**config.mk**
```make
export PLATFORM = sky130hd
export DESIGN_NAME = bcd_down_counter
export DESIGN_NICKNAME = d
export VERILOG_FILES = /design/src/rtl/bcd_down_counter.sv
export SDC_FILE = /design/constraint.sdc
export NUM_CORES = 1
export LEC_CHECK = 0
export BUFFER_PORTS_ARGS = -buffer_cell sky130_fd_sc_hd__buf_2
export CORE_MARGIN = 5
export CORE_UTILIZATION = 45
export DETAILED_ROUTE_END_ITERATION = 8
export PLACE_DENSITY = 0.77
export SLEW_MARGIN = 20
export SYNTH_ARGS = -nofsm -noshare
export SYNTH_HDL_FRONTEND = slang
export SYNTH_SLANG_ARGS = --single-unit
```
**constraint.sdc**
```tcl
create_clock -name clk -period 2.44 [get_ports clk]
set_input_delay 0.122 -clock clk [delete_from_list [all_inputs] [get_ports clk]]
set_output_delay 0.122 -clock clk [all_outputs]
set_load 0.03 [all_outputs]
```
**src/rtl/bcd_down_counter.sv**
```systemverilog
// bcd_down_counter: loadable multi-digit BCD countdown counter with ripple
// borrow, combinational borrow-out for cascading, and optional auto-reload
// of the last loaded value on underflow.
module bcd_down_counter #(
    parameter int DIGITS      = 3,
    parameter bit AUTO_RELOAD = 1'b0
) (
    input  logic                clk,
    input  logic                rst,
    input  logic                load,
    input  logic [4*DIGITS-1:0] din,
    input  logic                cin,
    output logic                bout,
    output logic                zero,
    output logic [4*DIGITS-1:0] q
);
    localparam int W = 4 * DIGITS;

    logic [W-1:0] q_q, q_d;
    logic [W-1:0] reload_q, reload_d;
    logic [W-1:0] din_san;
    logic [W-1:0] dec_val;
    logic         run;
    logic         all_zero;

    // Clamp each preset nibble A..F down to 9 so the count path only ever sees BCD.
    generate
        for (genvar i = 0; i < DIGITS; i++) begin : g_san
            logic [3:0] raw;
            assign raw = din[4*i +: 4];
            assign din_san[4*i +: 4] = (raw > 4'd9) ? 4'd9 : raw;
        end
    endgenerate

    // Ripple-borrow decrement: a digit steps while every lower digit is 0.
    // Once the borrow has run through all digits, the count is all-zero.
    always_comb begin
        dec_val = q_q;
        run     = 1'b1;
        for (int i = 0; i < DIGITS; i++) begin
            if (run)
                dec_val[4*i +: 4] = (q_q[4*i +: 4] == 4'd0) ? 4'd9 : q_q[4*i +: 4] - 4'd1;
            run = run & (q_q[4*i +: 4] == 4'd0);
        end
        all_zero = run;
    end

    // Next-state select: load wins over count, count wins over hold.
    // An all-zero count naturally decrements to all-nines; auto-reload swaps that for the preset.
    always_comb begin
        q_d      = q_q;
        reload_d = reload_q;
        if (load) begin
            q_d      = din_san;
            reload_d = din_san;
        end else if (cin) begin
            q_d = (AUTO_RELOAD && all_zero) ? reload_q : dec_val;
        end
    end

    // Count and reload registers, cleared asynchronously.
    always_ff @(posedge clk or posedge rst) begin
        if (rst) begin
            q_q      <= '0;
            reload_q <= '0;
        end else begin
            q_q      <= q_d;
            reload_q <= reload_d;
        end
    end

    assign q    = q_q;
    assign zero = all_zero;
    // Borrow out stays combinational so a chain of instances settles in one cycle;
    // it is forced low while reset is held.
    assign bout = cin & ~load & ~rst & all_zero;

endmodule

```
==> flow_summary.yaml, run 1 <==
timing:
  drv_slew: 0
  final.setup.tns_ns: 0
  tightest_slew_ns: 0.487
  fmax_mhz: 485
  rsz0062_at_grt: "no"
  setup_viol: 0
  fin_crit_ns: 2.06
  max-slew-margin-rel: 0.672
  hold_viol_final: 0
  clock_skew_ns: 0.00544
  period_share: 0.845
synth:
  async_flop_share: 1.00
  synth_top_area_share: 0.395
  postSynthCellCount: 80
  yosys.area.top_type: "dfrtp_1"
  synth-seq-cells: 12
  yosysWarnings: 0
  synthTopCellsByCount: "o21ai_0, dfrtp_1, nor2_1"
  synth.yosys.seq_area_share: 0.395
  synth_most_common_cell: "o21ai_0"
  synth_cell_type_count: 29
  avgSynthCellArea_sq_um: 9.49
  netlist_area_sq_um: 759
  synth-edff-count: 0
  synth_nets: 96
  synth_area_leaders: "dfrtp_1, o21ai_0, nor4_4, o21a_1, xnor2_1"
  synth_top_flop_cell: "dfrtp_1"
route:
  drc: 0
  antenna_left: 0
  routed-via-count: 757
  drt_iter0_drc: 9
  vias_per_cell: 6.06
  wirelength_mm: 1.87
  first_pass_iters: 4
  wl_per_cell_microns: 15.0
cts:
  clock_latency_ns: 0.27
  clockRootBuffer: "clkbuf_4"
  htree_num_levels: 1
  cts_tree: "yes"
  clk_pin_slew_ns: 0.07
  cts_setup_buffers: 0
  max-clock-path-buffers: 2
  cts_resized: 0
  cts_num_sinks: 12
  cts_buffers: 3
cells_and_area:
  drive_above_1_share: 0.349
  area_growth_pct: 23.2
  largest_register_ffs: 12
  fillers: 140
  final_cells: 125
  antenna_cells: 0
  nNetsFinal: 127
power:
  cellPowerDensity_nw_per_um2: 580
  leakagePower_uw: 0.000416
  vdd_drop_max_uv: 320
floorplan:
  coreArea_sq_um: 1560
  pin_count: 30
  die-width_microns: 51.1
  die_h_microns: 51.1
  floorplan.initialDensity: 0.487
  rows: 14
  dieArea_sq_um: 2610
run_status:
  status: "finished, final reports clean"
grt:
  grt_pass1_vias: 775
  track_usage: 0.157
  antenna_found_initial: 0
  grt_first_pass_wirelength_mm: 3.09
  grt_overflow: 0
  grt_max_degree: 23
place:
  dp_hpwl_mm: 1.47
  io_buffers: 29
  dp_cells: 121
  gp_congestion: 0.789
worst_setup_path:
  path_class: "reg -> out"
  end_kind: "output pin"
  crit_arrival_ns: 1.94
  cp-start-kind: "flip-flop"
  r2r_slack_ns: 0.57
  crit_fanout: 9
  cp.required_ns: 2.32
hold_path:
  hp-class: "in -> reg"
flow_run:
  drv_cap: 0
## critical path: stages, from the launching register on
cell and delay (ns):
dfrtp_1 0.47, or4_4 0.63, nor3_2 0.21, and3_1 0.16, buf_2 0.19
## stage by stage
stage	power (uW)	worst slack [ns]	utilization	cell area [sq um]	hold slack, ns
after floorplan	373	0.153	-	764	-0.0133
after global placement	418	0.668	0.579	903	0.164
after detailed placement	425	0.594	0.579	903	0.168
after CTS	547	0.386	0.600	936	0.0745
after global routing	573	0.282	0.600	936	0.0982
final	543	0.378	0.600	936	0.0820
## where the power goes
group | internal, uW | switching [uW]
clock network | 57.2 | 64.1
registers | 220 | 34.6
logic | 62.8 | 104
total | 340 | 203
## repair_timing
| item | in CTS | in global routing |
|---|---|---|
| setup endpoints to repair | 0 | 0 |
| hold buffers | 1 | 0 |
| endpoints found under the hold margin | 12 | 0 |
## layout make-up
class | instances | area [sq um] | share of cell area
Sequential cell | 12 | 300 | 0.321
Clock buffer | 3 | 22.5 | 0.0241
Multi-Input combinational cell | 63 | 434 | 0.464
Tap cell | 16 | 20.0 | 0.0214
Inverter | 1 | 3.75 | 0.00401
Timing Repair Buffer | 30 | 155 | 0.166
## kinds of logic (layout without fill, tap and decap cells)
logic type / Yosys count / count (layout) / synth area share
AOI/OAI and AO/OA: 24 / 24 / 0.189
xor gates and xnor gates: 5 / 5 / 0.0577
buffers and inverters: 5 / 34 / 0.0395
DFF: 12 / 12 / 0.395
muxes: 2 / 2 / 0.0280
and+or+nand+nor: 32 / 32 / 0.290
## final timing paths
| check | cells past startpoint | startpoint | to |
|---|---|---|---|
| min in group asynchronous | 3 | rst | q[10] |
| worst max register to register | 4 | q[2] | q[11] |
| max in group asynchronous | 3 | rst | q[4] |
| worst min register to register | 2 | q[8] | q[8] |
| worst min-delay path | 3 | din[1] | q[1] |
| worst max-delay path | 4 | q[2] | bout |
## layer usage
layer	vias to the layer above	share of wire	track usage
met1	371	0.41	0.156
met4	0	0.020	0.103
li1	355	-	-
met5	-	0	0
met3	6	0.071	0.0581
met2	25	0.50	0.273
## cells in the final DEF, fill, tap and decap left out, types with 2 or more instances in the layout
cell,synthesis,routed
o21ai_0,13,13
clkbuf_4,1,3
nand3b_1,4,4
a21oi_1,3,3
xnor2_1,4,4
o21a_1,5,5
nor3b_1,2,2
dfrtp_1,12,12
and3_1,2,2
or4_1,2,2
buf_2,0,29
nand2_1,4,4
nor3_1,4,3
nor4_4,2,2
nor2_1,6,6
No activity file was read; power rests on OpenSTA's default activity.
==> run 2, diff against run 1 <==
==> constraint.sdc (replaced) <==
create_clock -name clk -period 2 [get_ports clk]
set_input_delay 0.1 -clock clk [delete_from_list [all_inputs] [get_ports clk]]
set_output_delay 0.1 -clock clk [all_outputs]
set_load 0.03 [all_outputs]
==> flow_summary.yaml, run 2 (synthesis results as in run 1) <==
floorplan:
  rows: 14
  floorplan.initialDensity: 0.487
  coreArea_sq_um: 1560
  die-width_microns: 51.1
  die_h_microns: 51.1
  dieArea_sq_um: 2610
  pin_count: 30
place:
  dp_hpwl_mm: 1.45
  place_ws_ns: 0.177
  gp_congestion: 0.821
  io_buffers: 29
timing:
  drv_slew: 0
  setup_viol: 0
  final.setup.tns_ns: 0
  max-slew-margin-rel: 0.688
  fin_crit_ns: 1.94
  tightest_slew_ns: 0.463
  clock_skew_ns: 0.000994
  fmax_mhz: 516
  period_share: 0.969
  rsz0062_at_grt: "no"
  hold_viol_final: 0
  setup_slack_ns: 0.0617
power:
  comb_power_share: 0.301
  p_sw_frac: 0.360
  vdd_drop_max_uv: 555
  switchingPower_uw: 260
  leakagePower_uw: 0.000438
  internal-power_uw: 463
  cellPowerDensity_nw_per_um2: 738
  power_frac_seq: 0.426
  pwr-share-clk: 0.273
worst_setup_path:
  r2r-end: "q[11]"
  cp.required_ns: 1.90
  path_class: "reg -> out"
  crit_fanout: 7
  reg2reg_depth: 4
  regToRegStartpoint: "q[1]"
  path_depth: 4
  end_kind: "output pin"
  critPathTopFamily: "simple AND/OR/NAND/NOR gates"
  cp-start-kind: "flip-flop"
  crit_chain: "or4_4 > nor3_4 > and3_4 > buf_4"
  slowest_delay_ns: 0.57
  critPathBufInv: 1
  r2r_slack_ns: 0.17
  cp_slowest_cell: "or4_4"
  crit_arrival_ns: 1.84
hold_path:
  whs_endpoint: "q[0]"
  hold_depth: 3
  hold_start: "din[0]"
  hp-class: "in -> reg"
route:
  wirelength_mm: 1.87
  drc: 0
  vias_per_cell: 5.65
  wl_per_cell_microns: 14.7
  first_pass_iters: 4
  routed-via-count: 717
  drt_iter0_drc: 12
  antenna_left: 0
cts:
  cts_buffers: 3
  clock_latency_ns: 0.28
  max-clock-path-buffers: 2
  cts_num_sinks: 12
  cts_tree: "yes"
  htree_num_levels: 1
  clk_pin_slew_ns: 0.08
  cts_setup_buffers: 0
  clockRootBuffer: "clkbuf_4"
grt:
  track_usage: 0.160
  grt_overflow: 0
  grt_pass1_vias: 697
  grt_max_degree: 23
  grt_first_pass_wirelength_mm: 3.14
  antenna_found_initial: 0
run_status:
  status: "finished, final reports clean"
cells_and_area:
  antenna_cells: 0
  drive_above_1_share: 0.396
  final_cell_mix: "buf_2, o21ai_0, dfrtp_1"
  largest_register_ffs: 12
  nNetsFinal: 128
  final_util: 0.628
  final_common_cell: "buf_2"
  area_growth_pct: 29.0
flow_run:
  drv_cap: 0
==> run 2: worst max path at each step <==
| stage | start | endpoint | slack, ns |
|---|---|---|---|
| detailed placement | q[1] | q[11] | 0.18 |
| global route | q[1] | bout | 0.01 |
| global placement | q[1] | q[11] | 0.26 |
| finish | q[1] | bout | 0.06 |
| floorplan | q[2] | bout | 0.02 |
| CTS | q[1] | bout | 0.03 |
==> run 2: layer usage <==
layer  track usage  up-vias  part of all wire
met1         0.186      332              0.43
met4        0.0807        0             0.022
met2         0.277       23              0.49
met3        0.0349        5             0.064
li1              -      357                 -
met5             0        -                 0
==> run 2: power by group through the flow <==
stage          registers [uW]  logic [uW]  clock network, uW
2_1_floorplan             356         102                  0
3_3_place_gp              307         210                  0
3_5_place_dp              309         214                  0
4_1_cts                   306         218                201
5_1_grt                   312         236                211
6_report                  308         218                197
==> run 2: final cells by class <==
| type | count | area, sq um |
|---|---|---|
| fill | 142 | 579 |
| multi-input combinational | 63 | 453 |
| sequential | 12 | 302 |
| timing repair buffer | 31 | 165 |
| clock buffer | 4 | 36.3 |
| tap | 16 | 20.0 |
| inverter | 1 | 3.75 |
==> run 2: tightest hold or removal path, stage by stage <==
cell and delay [ns]:
buf_2 0.07, o21ai_0 0.06, o21ai_0 0.06
==> run 2: timing repair <==
item	4_1_cts	5_1_grt
endpoints found under the setup margin	1	1
gates resized for setup	3	1
hold buffers	1	0
hold endpoints to repair	12	0
==> run 2: per-stage QoR <==
stage | hold WS (ns) | cell area [sq um] | instances | power, uW
2_1_floorplan | -0.0353 | 776 | 80 | 458
3_3_place_gp | 0.142 | 922 | 122 | 517
3_5_place_dp | 0.146 | 922 | 122 | 523
4_1_cts | 0.0503 | 976 | 127 | 725
5_1_grt | 0.0560 | 980 | 127 | 760
6_report | 0.0469 | 980 | 127 | 723
==> run 3, diff against run 2 <==
--- a/config.mk
+++ b/config.mk
@@ -5,11 +5,12 @@
 export SDC_FILE = /design/constraint.sdc
 export NUM_CORES = 1
 export LEC_CHECK = 0
+export ABC_AREA = 1
 export BUFFER_PORTS_ARGS = -buffer_cell sky130_fd_sc_hd__buf_2
 export CORE_MARGIN = 5
 export CORE_UTILIZATION = 45
 export DETAILED_ROUTE_END_ITERATION = 8
-export PLACE_DENSITY = 0.77
+export PLACE_DENSITY = 0.75
 export SLEW_MARGIN = 20
 export SYNTH_ARGS = -nofsm -noshare
 export SYNTH_HDL_FRONTEND = slang
==> flow_summary.yaml, run 3 <==
run_status:
  status: "finished, final reports clean"
synth:
  synth_top_flop_cell: "dfrtp_1"
  synth_top_area_share: 0.358
  synthTopCellsByCount: "nand2_1, nor2_1, inv_1"
  netlist_area_sq_um: 838
  synth-edff-count: 0
  synth_most_common_cell: "nand2_1"
  synth_nets: 148
  synth.yosys.seq_area_share: 0.358
  avgSynthCellArea_sq_um: 6.35
  yosysWarnings: 0
  synth_area_leaders: "dfrtp_1, nand2_1, nor2_1, nand3_1, inv_1"
  async_flop_share: 1.00
  yosys.area.top_type: "dfrtp_1"
  synth-seq-cells: 12
  synth_cell_type_count: 20
  postSynthCellCount: 132
cells_and_area:
  antenna_cells: 0
  area_growth_pct: 25.4
  nNetsFinal: 181
  final_util: 0.602
  drive_above_1_share: 0.262
  largest_register_ffs: 12
  design_area_sq_um: 1050
  fillers: 178
  final_common_cell: "nand2_1"
  final_cell_mix: "nand2_1, buf_2, nor2_1"
worst_setup_path:
  cp.required_ns: 1.90
  cp_slowest_cell: "dfrtp_1"
  critPathTopFamily: "simple AND/OR/NAND/NOR gates"
  cp-start-kind: "flip-flop"
  cp_common_cell: "nor2_1"
  critPathBufInv: 1
  crit_chain: "nor2_1 > nand2_1 > nor2_1 > nand3_1 > nor3_1 > buf_2"
  path_class: "reg -> out"
  r2r-end: "q[10]"
  regToRegStartpoint: "q[2]"
  crit_fanout: 4
  crit_arrival_ns: 1.55
  reg2reg_depth: 8
  end_kind: "output pin"
  slowest_delay_ns: 0.41
  r2r_slack_ns: 0.70
timing:
  final.setup.tns_ns: 0
  clock_skew_ns: 0.00701
  setup_viol: 0
  fin_crit_ns: 1.65
  max-slew-margin-rel: 0.685
  rsz0062_at_grt: "no"
  period_share: 0.825
  fmax_mhz: 606
  hold_viol_final: 0
  tightest_slew_ns: 0.472
  drv_slew: 0
floorplan:
  rows: 15
  die-width_microns: 53.2
  dieArea_sq_um: 2830
  coreArea_sq_um: 1750
  die_h_microns: 53.2
  floorplan.initialDensity: 0.480
  pin_count: 30
cts:
  cts_tree: "yes"
  cts_num_sinks: 12
  cts_resized: 0
  clock_latency_ns: 0.28
  cts_buffers: 3
  max-clock-path-buffers: 2
  htree_num_levels: 1
  clk_pin_slew_ns: 0.08
  clockRootBuffer: "clkbuf_4"
hold_path:
  hold_start: "cin"
  hold_depth: 4
  hp-class: "in -> reg"
  whs_endpoint: "q[2]"
grt:
  grt_overflow: 0
  grt_pass1_vias: 837
  track_usage: 0.170
  antenna_found_initial: 0
  grt_first_pass_wirelength_mm: 3.44
  grt_max_degree: 17
place:
  dpl_cell_area_sq_um: 1000
  io_buffers: 29
  dp_hpwl_mm: 1.66
  gp_congestion: 0.789
route:
  drc: 0
  wirelength_mm: 2.12
  drt_iter0_drc: 20
  antenna_left: 0
  vias_per_cell: 4.94
  wl_per_cell_microns: 11.2
  first_pass_iters: 4
  routed-via-count: 934
power:
  cellPowerDensity_nw_per_um2: 1110
  leakagePower_uw: 0.000626
  vdd_drop_max_uv: 725
flow_run:
  drv_cap: 0
run 3: logic make-up after synthesis:
kind of cell / count (synthesis) / synth area share
muxes: 1 / 0.0119
DFF: 12 / 0.358
buffers and inverters: 18 / 0.0866
AOI/OAI and AO/OA: 12 / 0.0806
and+or+nand+nor: 89 / 0.463
run 3: area by class of cell:
| class | count | area [sq um] | share of cell area |
|---|---|---|---|
| Multi-Input combinational cell | 102 | 465 | 0.443 |
| Sequential cell | 12 | 300 | 0.286 |
| Timing Repair Buffer | 30 | 155 | 0.148 |
| Inverter | 16 | 62.6 | 0.0595 |
| Clock buffer | 4 | 36.3 | 0.0345 |
| Tap cell | 25 | 31.3 | 0.0298 |
run 3: timing repair:
action	4_1_cts	5_1_grt
setup endpoints to repair	0	0
hold endpoints to repair	12	0
hold buffers	1	0
buffers inserted	0	0
run 3: tightest hold or removal path, cell delays in order:
cell and delay, ns:
buf_2 0.10, nand2_1 0.06, nand3_1 0.06, nand2_1 0.05
run 3: report_power, final:
group | switching (uW) | total [uW] | leakage (uW) | internal, uW
Clock | 87.6 | 198 | 0.0000210 | 111
Combinational | 390 | 567 | 0.000455 | 177
Sequential | 87.3 | 401 | 0.000150 | 313
Total | 564 | 1170 | 0.000626 | 602
run 3: worst max-delay path by stage:
stage               cells after the start  from   end
global route                            6  q[2]  bout
CTS                                     6  q[2]  bout
finish                                  6  q[2]  bout
global placement                        6  q[2]  bout
floorplan                               5  q[0]  bout
detailed placement                      6  q[2]  bout
run 3: per-layer routing:
metal,GRT usage,share of wire
met1,0.181,0.42
met2,0.306,0.49
met3,0.0394,0.061
met4,0.0894,0.024
met5,0,0
run 3: through the flow:
| stage | total power [uW] | instances | hold slack [ns] | setup WS (ns) |
|---|---|---|---|---|
| finish | 1170 | 189 | 0.118 | 0.351 |
| global route | 1260 | 189 | 0.145 | 0.197 |
| CTS | 1170 | 189 | 0.119 | 0.347 |
| detailed placement | 968 | 184 | 0.150 | 0.660 |
| global placement | 956 | 184 | 0.141 | 0.694 |
| floorplan | 815 | 132 | -0.0353 | 0.275 |
